--- src/rtl/telem_pkg.sv ---
// Shared types and constants for the eBike telemetry frame decoder.
// Provides the FSM state type, delimiter defaults and idle-counter sizing.
package telem_pkg;

  typedef enum logic [1:0] {
    HUNT1,
    HUNT2,
    PAYLOAD
  } state_t;

  localparam logic [7:0] DELIM1_DEF = 8'hAA;
  localparam logic [7:0] DELIM2_DEF = 8'h55;
  localparam int FRAME_PAYLOAD_BYTES = 6;
  localparam int TIMEOUT_CYC_DEF = 65536;

  function automatic int idle_cnt_w(input int t);
    return (t < 2) ? 1 : $clog2(t);
  endfunction

endpackage

--- src/rtl/telem_timeout.sv ---
// Inter-byte idle counter for frames in progress.
// Ports: clk, rst_n, clr (byte seen / hunting), en (frame open), expire.
module telem_timeout
  import telem_pkg::*;
#(
  parameter int TIMEOUT_CYC = TIMEOUT_CYC_DEF
) (
  input  logic clk,
  input  logic rst_n,
  input  logic clr,
  input  logic en,
  output logic expire
);

  localparam int W = idle_cnt_w(TIMEOUT_CYC);
  localparam logic [W-1:0] LAST = W'(TIMEOUT_CYC - 1);

  logic [W-1:0] cnt_q;
  logic [W-1:0] cnt_d;

  // A clear in the same cycle suppresses expiry: a late byte still counts.
  always_comb begin
    expire = en & ~clr & (cnt_q == LAST);
    cnt_d  = cnt_q + 1'b1;
    if (clr | ~en | expire) cnt_d = '0;
  end

  always_ff @(posedge clk or negedge rst_n) begin
    if (!rst_n) cnt_q <= '0;
    else        cnt_q <= cnt_d;
  end

endmodule

--- src/rtl/telem_decoder.sv ---
// Telemetry frame decoder: AA 55 + six payload bytes -> batt/curr/torque.
// Ports: rx_data/rdy in, clr_rdy ack, words + vld, frame_err, pkt/err counts.
module telem_decoder
  import telem_pkg::*;
#(
  parameter int         TIMEOUT_CYC = TIMEOUT_CYC_DEF,
  parameter logic [7:0] DELIM1      = DELIM1_DEF,
  parameter logic [7:0] DELIM2      = DELIM2_DEF
) (
  input  logic        clk,
  input  logic        rst_n,
  input  logic [7:0]  rx_data,
  input  logic        rdy,
  output logic        clr_rdy,
  output logic [11:0] batt,
  output logic [11:0] curr,
  output logic [11:0] torque,
  output logic        vld,
  output logic        frame_err,
  output logic [7:0]  pkt_cnt,
  output logic [7:0]  err_cnt
);

  localparam logic [2:0] LAST_IDX = 3'(FRAME_PAYLOAD_BYTES - 1);

  state_t      state_q, state_d;
  logic [2:0]  idx_q, idx_d;
  logic        rdy_q;
  logic [11:0] sh_batt_q, sh_batt_d;
  logic [11:0] sh_curr_q, sh_curr_d;
  logic [11:0] sh_torque_q, sh_torque_d;
  logic [11:0] batt_q, batt_d;
  logic [11:0] curr_q, curr_d;
  logic [11:0] torque_q, torque_d;
  logic        vld_q, vld_d;
  logic        err_q, err_d;
  logic [7:0]  pkt_q, pkt_d;
  logic [7:0]  errc_q, errc_d;

  logic accept;
  logic expire;
  logic bad;
  logic done;

  assign clr_rdy = rdy;
  assign accept  = rdy & ~rdy_q;

  telem_timeout #(
    .TIMEOUT_CYC(TIMEOUT_CYC)
  ) u_timeout (
    .clk   (clk),
    .rst_n (rst_n),
    .clr   (accept | (state_q == HUNT1)),
    .en    (state_q != HUNT1),
    .expire(expire)
  );

  always_comb begin
    state_d     = state_q;
    idx_d       = idx_q;
    sh_batt_d   = sh_batt_q;
    sh_curr_d   = sh_curr_q;
    sh_torque_d = sh_torque_q;
    batt_d      = batt_q;
    curr_d      = curr_q;
    torque_d    = torque_q;
    pkt_d       = pkt_q;
    errc_d      = errc_q;
    vld_d       = 1'b0;
    err_d       = 1'b0;
    bad         = 1'b0;
    done        = 1'b0;
    if (accept) begin
      unique case (state_q)
        HUNT1: begin
          if (rx_data == DELIM1) state_d = HUNT2;
        end
        HUNT2: begin
          if (rx_data == DELIM2) begin
            state_d = PAYLOAD;
            idx_d   = '0;
          end else if (rx_data != DELIM1) begin
            state_d = HUNT1;
            bad     = 1'b1;
          end
        end
        PAYLOAD: begin
          if (!idx_q[0] && rx_data[7:4] != 4'h0) begin
            bad     = 1'b1;
            // A stray delimiter may be the start of the next frame.
            state_d = (rx_data == DELIM1) ? HUNT2 : HUNT1;
          end else begin
            unique case (idx_q)
              3'd0:    sh_batt_d[11:8]   = rx_data[3:0];
              3'd1:    sh_batt_d[7:0]    = rx_data;
              3'd2:    sh_curr_d[11:8]   = rx_data[3:0];
              3'd3:    sh_curr_d[7:0]    = rx_data;
              3'd4:    sh_torque_d[11:8] = rx_data[3:0];
              default: sh_torque_d[7:0]  = rx_data;
            endcase
            idx_d = idx_q + 3'd1;
            if (idx_q == LAST_IDX) begin
              done    = 1'b1;
              state_d = HUNT1;
            end
          end
        end
        default: state_d = HUNT1;
      endcase
    end else if (expire) begin
      bad     = 1'b1;
      state_d = HUNT1;
    end
    // Final byte bypasses its shadow so all three words move together.
    if (done) begin
      batt_d   = sh_batt_q;
      curr_d   = sh_curr_q;
      torque_d = {sh_torque_q[11:8], rx_data};
      vld_d    = 1'b1;
      pkt_d    = pkt_q + 8'd1;
    end
    if (bad) begin
      err_d = 1'b1;
      if (errc_q != 8'hFF) errc_d = errc_q + 8'd1;
    end
  end

  always_ff @(posedge clk or negedge rst_n) begin
    if (!rst_n) begin
      state_q     <= HUNT1;
      idx_q       <= '0;
      rdy_q       <= 1'b0;
      sh_batt_q   <= '0;
      sh_curr_q   <= '0;
      sh_torque_q <= '0;
      batt_q      <= '0;
      curr_q      <= '0;
      torque_q    <= '0;
      vld_q       <= 1'b0;
      err_q       <= 1'b0;
      pkt_q       <= '0;
      errc_q      <= '0;
    end else begin
      state_q     <= state_d;
      idx_q       <= idx_d;
      rdy_q       <= rdy;
      sh_batt_q   <= sh_batt_d;
      sh_curr_q   <= sh_curr_d;
      sh_torque_q <= sh_torque_d;
      batt_q      <= batt_d;
      curr_q      <= curr_d;
      torque_q    <= torque_d;
      vld_q       <= vld_d;
      err_q       <= err_d;
      pkt_q       <= pkt_d;
      errc_q      <= errc_d;
    end
  end

  assign batt      = batt_q;
  assign curr      = curr_q;
  assign torque    = torque_q;
  assign vld       = vld_q;
  assign frame_err = err_q;
  assign pkt_cnt   = pkt_q;
  assign err_cnt   = errc_q;

endmodule

--- config.mk ---
export PLATFORM = sky130hd
export DESIGN_NAME = telem_decoder
export DESIGN_NICKNAME = d
export VERILOG_FILES = /design/src/rtl/telem_pkg.sv /design/src/rtl/telem_timeout.sv /design/src/rtl/telem_decoder.sv
export SDC_FILE = /design/constraint.sdc
export NUM_CORES = 1
export LEC_CHECK = 0
export CAP_MARGIN = 20
export CORE_MARGIN = 2
export CORE_UTILIZATION = 35
export CTS_CLUSTER_SIZE = 24
export DETAILED_ROUTE_END_ITERATION = 10
export PLACE_DENSITY = 0.55
export SYNTH_ARGS = -nofsm -noshare
export SYNTH_HDL_FRONTEND = slang
export SYNTH_SLANG_ARGS = --single-unit
--- constraint.sdc ---
create_clock -name clk -period 3.9 [get_ports clk]
set_input_delay 0.975 -clock clk [delete_from_list [all_inputs] [get_ports clk]]
set_output_delay 0.975 -clock clk [all_outputs]
set_load 0.02 [all_outputs]
==> reports/metrics.yaml, run 1 <==
cp_top_family: "buffers and inverters"
layout_min_cycle_time_ns: 3.10
routedWlPerCell_um: 14.9
core_area_sq_mm: 0.0127
yosysWarnings: 0
antenna_found_initial: 0
critPathMaxStageDelay_ns: 0.62
port_buffers: 65
cts_buffer_depth: 2
finalCritPeriodShare: 0.794
slew_violations: 0
num_antenna_cells: 0
synth.avg_cell_area_sq_um: 13.6
ys_seq_elements: 104
rsz0062_at_grt: "no"
crit_type: "primary input to primary output"
yosys.area.top_type: "dfrtp_1"
startpoint_type: "primary input"
hold_path_class: "flip-flop to flip-flop"
power.density_mw_per_mm2: 356
hold_buffers: 0
grt_max_degree: 61
numCtsBuffers: 9
clock-sinks: 104
synth_top_area_frac: 0.572
syn_nets: 359
p_leak_uw: 0.00269
synth-edff-count: 0
critPathBufInv: 2
drt_iter0_drc: 148
cts-root-buf: "clkbuf_16"
die_area_sq_mm: 0.0139
clock_latency_ns: 0.35
ir_worst_vdd_mv: 0.161
netlist_instances: 336
outcome: "completed"
gp_congestion: 0.761
drtPass1Iterations: 4
path_cells: "clkdlybuf4s50_1 > clkdlybuf4s50_1"
drcViolationCount: 0
via_per_inst: 4.78
fin_hold_ws_ns: 0.475
synthDistinctLibCells: 47
gr-total-overflow: 0
critical_path.most_common_cell: "clkdlybuf4s50_1"
row_count: 41
path_max_fanout: 4
initial_core_util: 0.359
place_hpwl_um: 6170
yosysSeqAreaShare: 0.572
fin_worst_skew_ns: 0.0103
dieHeight_um: 118
drive_above_1_share: 0.253
dieWidth_um: 118
pin_count: 66
clk_pin_slew_ns: 0.07
ys_top_cells_by_area: "dfrtp_1 57%, mux2_2 16%, ha_1 3.3%"
ys_async_sr_fraction: 1.00
hold_viol_final: 0
grt_pass1_vias: 2827
finalSetupViolations: 0
layout.nets: 433
cpMaxStageDelayCell: "clkdlybuf4s50_1"
ys.flop_type: "dfrtp_1"
max_clock_freq_mhz: 323
worstPathArrival_ns: 2.12
vias: 2804
grt_use_total: 0.138
grt_first_pass_wirelength_um: 15200
slew_headroom: 0.492
cts_tree: "yes"
htree_levels: 3
cp.required_ns: 2.92
ctsResizeCount: 0
finalSetupTns_ns: 0
post_cts_buffers: 0
syn_to_final_growth_pct: 26.2
final_antenna_net_count: 0
worstMarginPinSlew_ns: 0.762
wirelength_um: 8720
syn-cell-area_sq_mm: 0.00455
drv_cap: 0
end_kind: "primary output"
-- layout by cell type (no fill, tap or decap), types with 8 or more instances in the layout --
master	n
dfrtp_1	104
mux2_2	65
clkdlybuf4s50_1	64
nand2_1	21
nor2_1	21
nand3_1	14
xor2_1	14
ha_1	12
xnor2_1	10
clkbuf_16	9
inv_1	8
-- flip-flops by register name, indices dropped and copies added (netlist names) --
| name | cells |
|---|---|
| sh_batt_q | 12 |
| batt | 12 |
| curr | 12 |
| sh_curr_q | 12 |
| err_cnt | 8 |
| sh_torque_q | 4 |
| pkt_cnt | 8 |
| rdy_q | 1 |
| vld | 1 |
| frame_err | 1 |
| idx_q | 3 |
| state_q | 2 |
| u_timeout.cnt_q | 16 |
| torque | 12 |
-- final timing paths --
| check | cells past startpoint | to | start | slack, ns |
|---|---|---|---|---|
| setup / recovery | 2 | clr_rdy | rdy | 0.80 |
| min in group asynchronous | 1 | curr[6] | rst_n | 0.70 |
| setup reg to reg | 7 | err_cnt[1] | state_q[0] | 1.64 |
| hold / removal | 1 | pkt_cnt[7] | pkt_cnt[7] | 0.47 |
| max in group asynchronous | 2 | batt[9] | rst_n | 2.49 |
| hold reg to reg | 1 | pkt_cnt[7] | pkt_cnt[7] | 0.47 |
-- stage by stage --
| step | utilization | worst slack, ns | instance area, sq um | total power [uW] | cells |
|---|---|---|---|---|---|
| 6_report | 0.453 | 0.802 | 5750 | 2050 | 587 |
| 5_1_grt | 0.453 | 0.764 | 5750 | 2140 | 587 |
| 4_1_cts | 0.453 | 0.795 | 5750 | 2090 | 587 |
| 3_5_place_dp | 0.430 | 0.548 | 5450 | 1200 | 571 |
| 3_3_place_gp | 0.430 | 0.540 | 5450 | 1200 | 571 |
| 2_1_floorplan | - | 1.34 | 4550 | 1140 | 336 |
-- kinds of logic (layout without fill, tap and decap cells) --
logic type / Yosys count / count (layout) / synth area share
xor+xnor: 24 / 24 / 0.0462
simple gates: 88 / 88 / 0.109
flops: 104 / 104 / 0.572
mux: 73 / 73 / 0.181
compound gates: 19 / 19 / 0.0434
fa+ha+maj: 12 / 12 / 0.0330
buf+inv: 16 / 95 / 0.0168
-- cell type report --
class	instances	area [sq um]
Clock buffer	11	253
Clock inverter	5	38.8
Fill cell	1187	6930
Inverter	8	30.0
Multi-Input combinational cell	216	1880
Sequential cell	104	2600
Tap cell	172	215
Timing Repair Buffer	71	731
-- report_power, final --
| group | total, uW | internal, uW | switching [uW] | leakage (uW) |
|---|---|---|---|---|
| clock | 874 | 472 | 402 | 0.000143 |
| sequential | 1090 | 1080 | 4.40 | 0.00144 |
| combinational | 86.3 | 30.7 | 55.6 | 0.00112 |
| total | 2050 | 1590 | 462 | 0.00269 |
-- cells in the mapped netlist (all sizes together), types with 3 or more instances --
library cell	count
nand2	21
nor3	5
nand4	6
xnor2	10
nor2	21
a21oi	3
a211oi	4
ha	12
dfrtp	104
mux2	70
mux2i	3
buf	6
nand3	14
and3	3
xor2	14
inv	8
nand2b	5
-- layer usage --
metal,GRT usage,vias to the layer above,share of wire
met5,0,-,0
met4,0.0429,0,0.013
met3,0.0480,9,0.049
met2,0.205,59,0.46
met1,0.190,1395,0.48
li1,-,1341,-
Note: power is estimated with default switching activity, not from simulation.
==> run 2: changes to the inputs <==
--- a/config.mk
+++ b/config.mk
@@ -10,7 +10,7 @@
 export CORE_UTILIZATION = 35
 export CTS_CLUSTER_SIZE = 24
 export DETAILED_ROUTE_END_ITERATION = 10
-export PLACE_DENSITY = 0.55
+export PLACE_DENSITY = 0.58
 export SYNTH_ARGS = -nofsm -noshare
 export SYNTH_HDL_FRONTEND = slang
 export SYNTH_SLANG_ARGS = --single-unit
==> constraint.sdc (replaced) <==
create_clock -name clk -period 2.5 [get_ports clk]
set_input_delay 0.625 -clock clk [delete_from_list [all_inputs] [get_ports clk]]
set_output_delay 0.625 -clock clk [all_outputs]
set_load 0.02 [all_outputs]
==> run 2 against run 1 <==
- non-clock buffer count grew 25
- flip-flop and latch count did not move
- die area is the same
- total power up 63%
- worst hold slack worse by 0.33 ns
- clock skew down 0.0026 ns
- via count grew 3.5%
- register-to-register slack worse by 1.3 ns
- sequential power increased by 55%
- clock-buffer cell count unchanged
- routed wire length rose by 4.6%
- sequential share of layout area fell by 1.6 points
- critical endpoint is now err_cnt[6]
==> reports/metrics.yaml, run 2 (synthesis results as in run 1) <==
outcome: "completed"  # unchanged
clk_pin_slew_ns: 0.07  # about the same
max_clock_freq_mhz: 411
path_max_fanout: 7  # was 4
path_cells: "clkdlybuf4s50_1 > or4b_4 > o21a_4 > a22oi_4 > a21oi_1 > mux2_1"  # was clkdlybuf4s50_1 > clkdlybuf4s50_1
wirelength_um: 9120  # was 8720 um
largest_reg_flops: 16  # unchanged
pin_count: 66  # unchanged
die_area_sq_mm: 0.0139  # unchanged
routedWlPerCell_um: 14.9  # about the same
fillers: 1169  # was 1,187
hold_buffers: 0  # unchanged
post-route-util: 0.470  # was 0.453
slew_violations: 0  # unchanged
syn_to_final_growth_pct: 30.8  # was 26.2%
ir_worst_vdd_mv: 0.334  # was 0.161 mV
drv_cap: 0  # unchanged
multi_input_area_sq_mm: 0.00188  # unchanged
hold_viol_final: 0  # unchanged
dieWidth_um: 118  # unchanged
design_area_sq_mm: 0.00596  # was 0.00575 sq mm
htree_levels: 3  # unchanged
cp.required_ns: 2.72  # was 2.92 ns
gp_congestion: 0.763  # was 0.761
final_antenna_net_count: 0  # unchanged
gr-total-overflow: 0  # unchanged
mostFrequentLayoutCell: "dfrtp_1"  # unchanged
grt_max_degree: 60  # was 61
critPathMaxStageDelay_ns: 0.56  # was 0.62 ns
layout.nets: 458  # was 433
dieHeight_um: 118  # unchanged
p_leak_uw: 0.00283  # was 0.00269 uW
path_depth: 6  # was 2
largest-register: "u_timeout.cnt_q"  # unchanged
grt_use_total: 0.138  # about the same
port_buffers: 65  # unchanged
fin_cells: 612  # was 587
post_cts_buffers: 0  # unchanged
core_area_sq_mm: 0.0127  # unchanged
end_kind: "flip-flop"  # was primary output
hold_path_class: "primary input to asynchronous set/reset pin"  # was flip-flop to flip-flop
fin_hold_ws_ns: 0.144  # was 0.475 ns
row_count: 41  # unchanged
placed_cells: 594  # was 571
initial_core_util: 0.359  # unchanged
grt_pass1_vias: 2956  # was 2,827
power.density_mw_per_mm2: 560  # was 356 mW/mm^2
cp_top_family: "compound AO/OA/AOI/OAI gates"  # was buffers and inverters
layout_min_cycle_time_ns: 2.43
layout_common_cells: "104 x dfrtp_1, 65 x mux2_2, 64 x clkdlybuf4s50_1"  # unchanged
cts_buffer_depth: 2  # unchanged
slew_headroom: 0.657  # was 0.492
cts-root-buf: "clkbuf_16"  # unchanged
drive_above_1_share: 0.291  # was 0.253
startpoint_type: "primary input"  # unchanged
via_per_inst: 4.74  # was 4.78
worstPathArrival_ns: 2.66  # was 2.12 ns
finalSetupViolations: 0  # unchanged
cts_tree: "yes"  # unchanged
ctsResizeCount: 0  # unchanged
grt_first_pass_wirelength_um: 15300  # was 15,200 um
clock-sinks: 104  # unchanged
worstMarginPinSlew_ns: 0.515  # was 0.762 ns
dpl-instance-area_sq_mm: 0.00563  # was 0.00545 sq mm
vias: 2901  # was 2,804
seqCellArea_sq_mm: 0.00260  # unchanged
critPathBufInv: 1  # was 2
crit_type: "primary input to flip-flop"  # was primary input to primary output
rsz0062_at_grt: "no"  # unchanged
r2r_cells: 7  # unchanged
fin_worst_skew_ns: 0.00772  # was 0.0103 ns
clock_latency_ns: 0.35  # about the same
power_uw: 3340  # was 2050 uW
drtPass1Iterations: 4  # unchanged
antenna_found_initial: 0  # unchanged
drt_iter0_drc: 130  # was 148
num_antenna_cells: 0  # unchanged
drcViolationCount: 0  # unchanged
place_hpwl_um: 6480  # was 6170 um
cpMaxStageDelayCell: "clkdlybuf4s50_1"  # unchanged
finalCritPeriodShare: 0.974
numCtsBuffers: 9  # unchanged
[run 2: path summary, 6_finish.rpt]
kind                                     from                  to  slack (ns)
max in group asynchronous               rst_n  u_timeout.cnt_q[7]        1.71
min in group clk                   pkt_cnt[7]          pkt_cnt[7]        0.47
max                                rx_data[4]          err_cnt[6]        0.07
max reg2reg                u_timeout.cnt_q[0]          err_cnt[5]        0.32
min                                     rst_n           torque[6]        0.14
min reg2reg                        pkt_cnt[7]          pkt_cnt[7]        0.47
[run 2: area by class of cell]
| type | count | share of cell area |
|---|---|---|
| clock buffer | 11 | 0.0391 |
| clock inverter | 5 | 0.0137 |
| inverter | 8 | 0.00504 |
| multi-input combinational | 216 | 0.315 |
| sequential | 104 | 0.437 |
| tap | 172 | 0.0361 |
| timing repair buffer | 96 | 0.154 |
[run 2: per-layer routing]
| layer | vias up | track usage | routed length, um |
|---|---|---|---|
| met4 | 0 | 0.0512 | 161 |
| met2 | 64 | 0.209 | 4070 |
| met1 | 1444 | 0.187 | 4470 |
| met5 | - | 0 | 0 |
| li1 | 1381 | - | - |
| met3 | 12 | 0.0422 | 413 |
[run 2: power breakdown]
part	total, uW	internal [uW]	switching [uW]
clock	1490	878	611
combinational	152	60.6	91.7
sequential	1690	1690	6.77
total	3340	2630	710
[run 2: metrics by stage]
stage | TNS, ns | setup WS, ns
final | 0 | 0.0653
after CTS | 0 | 0.0687
after floorplan | 0 | 0.286
after global placement | -4.70 | -0.273
after global routing | 0 | 0.00385
after detailed placement | -7.34 | -0.305
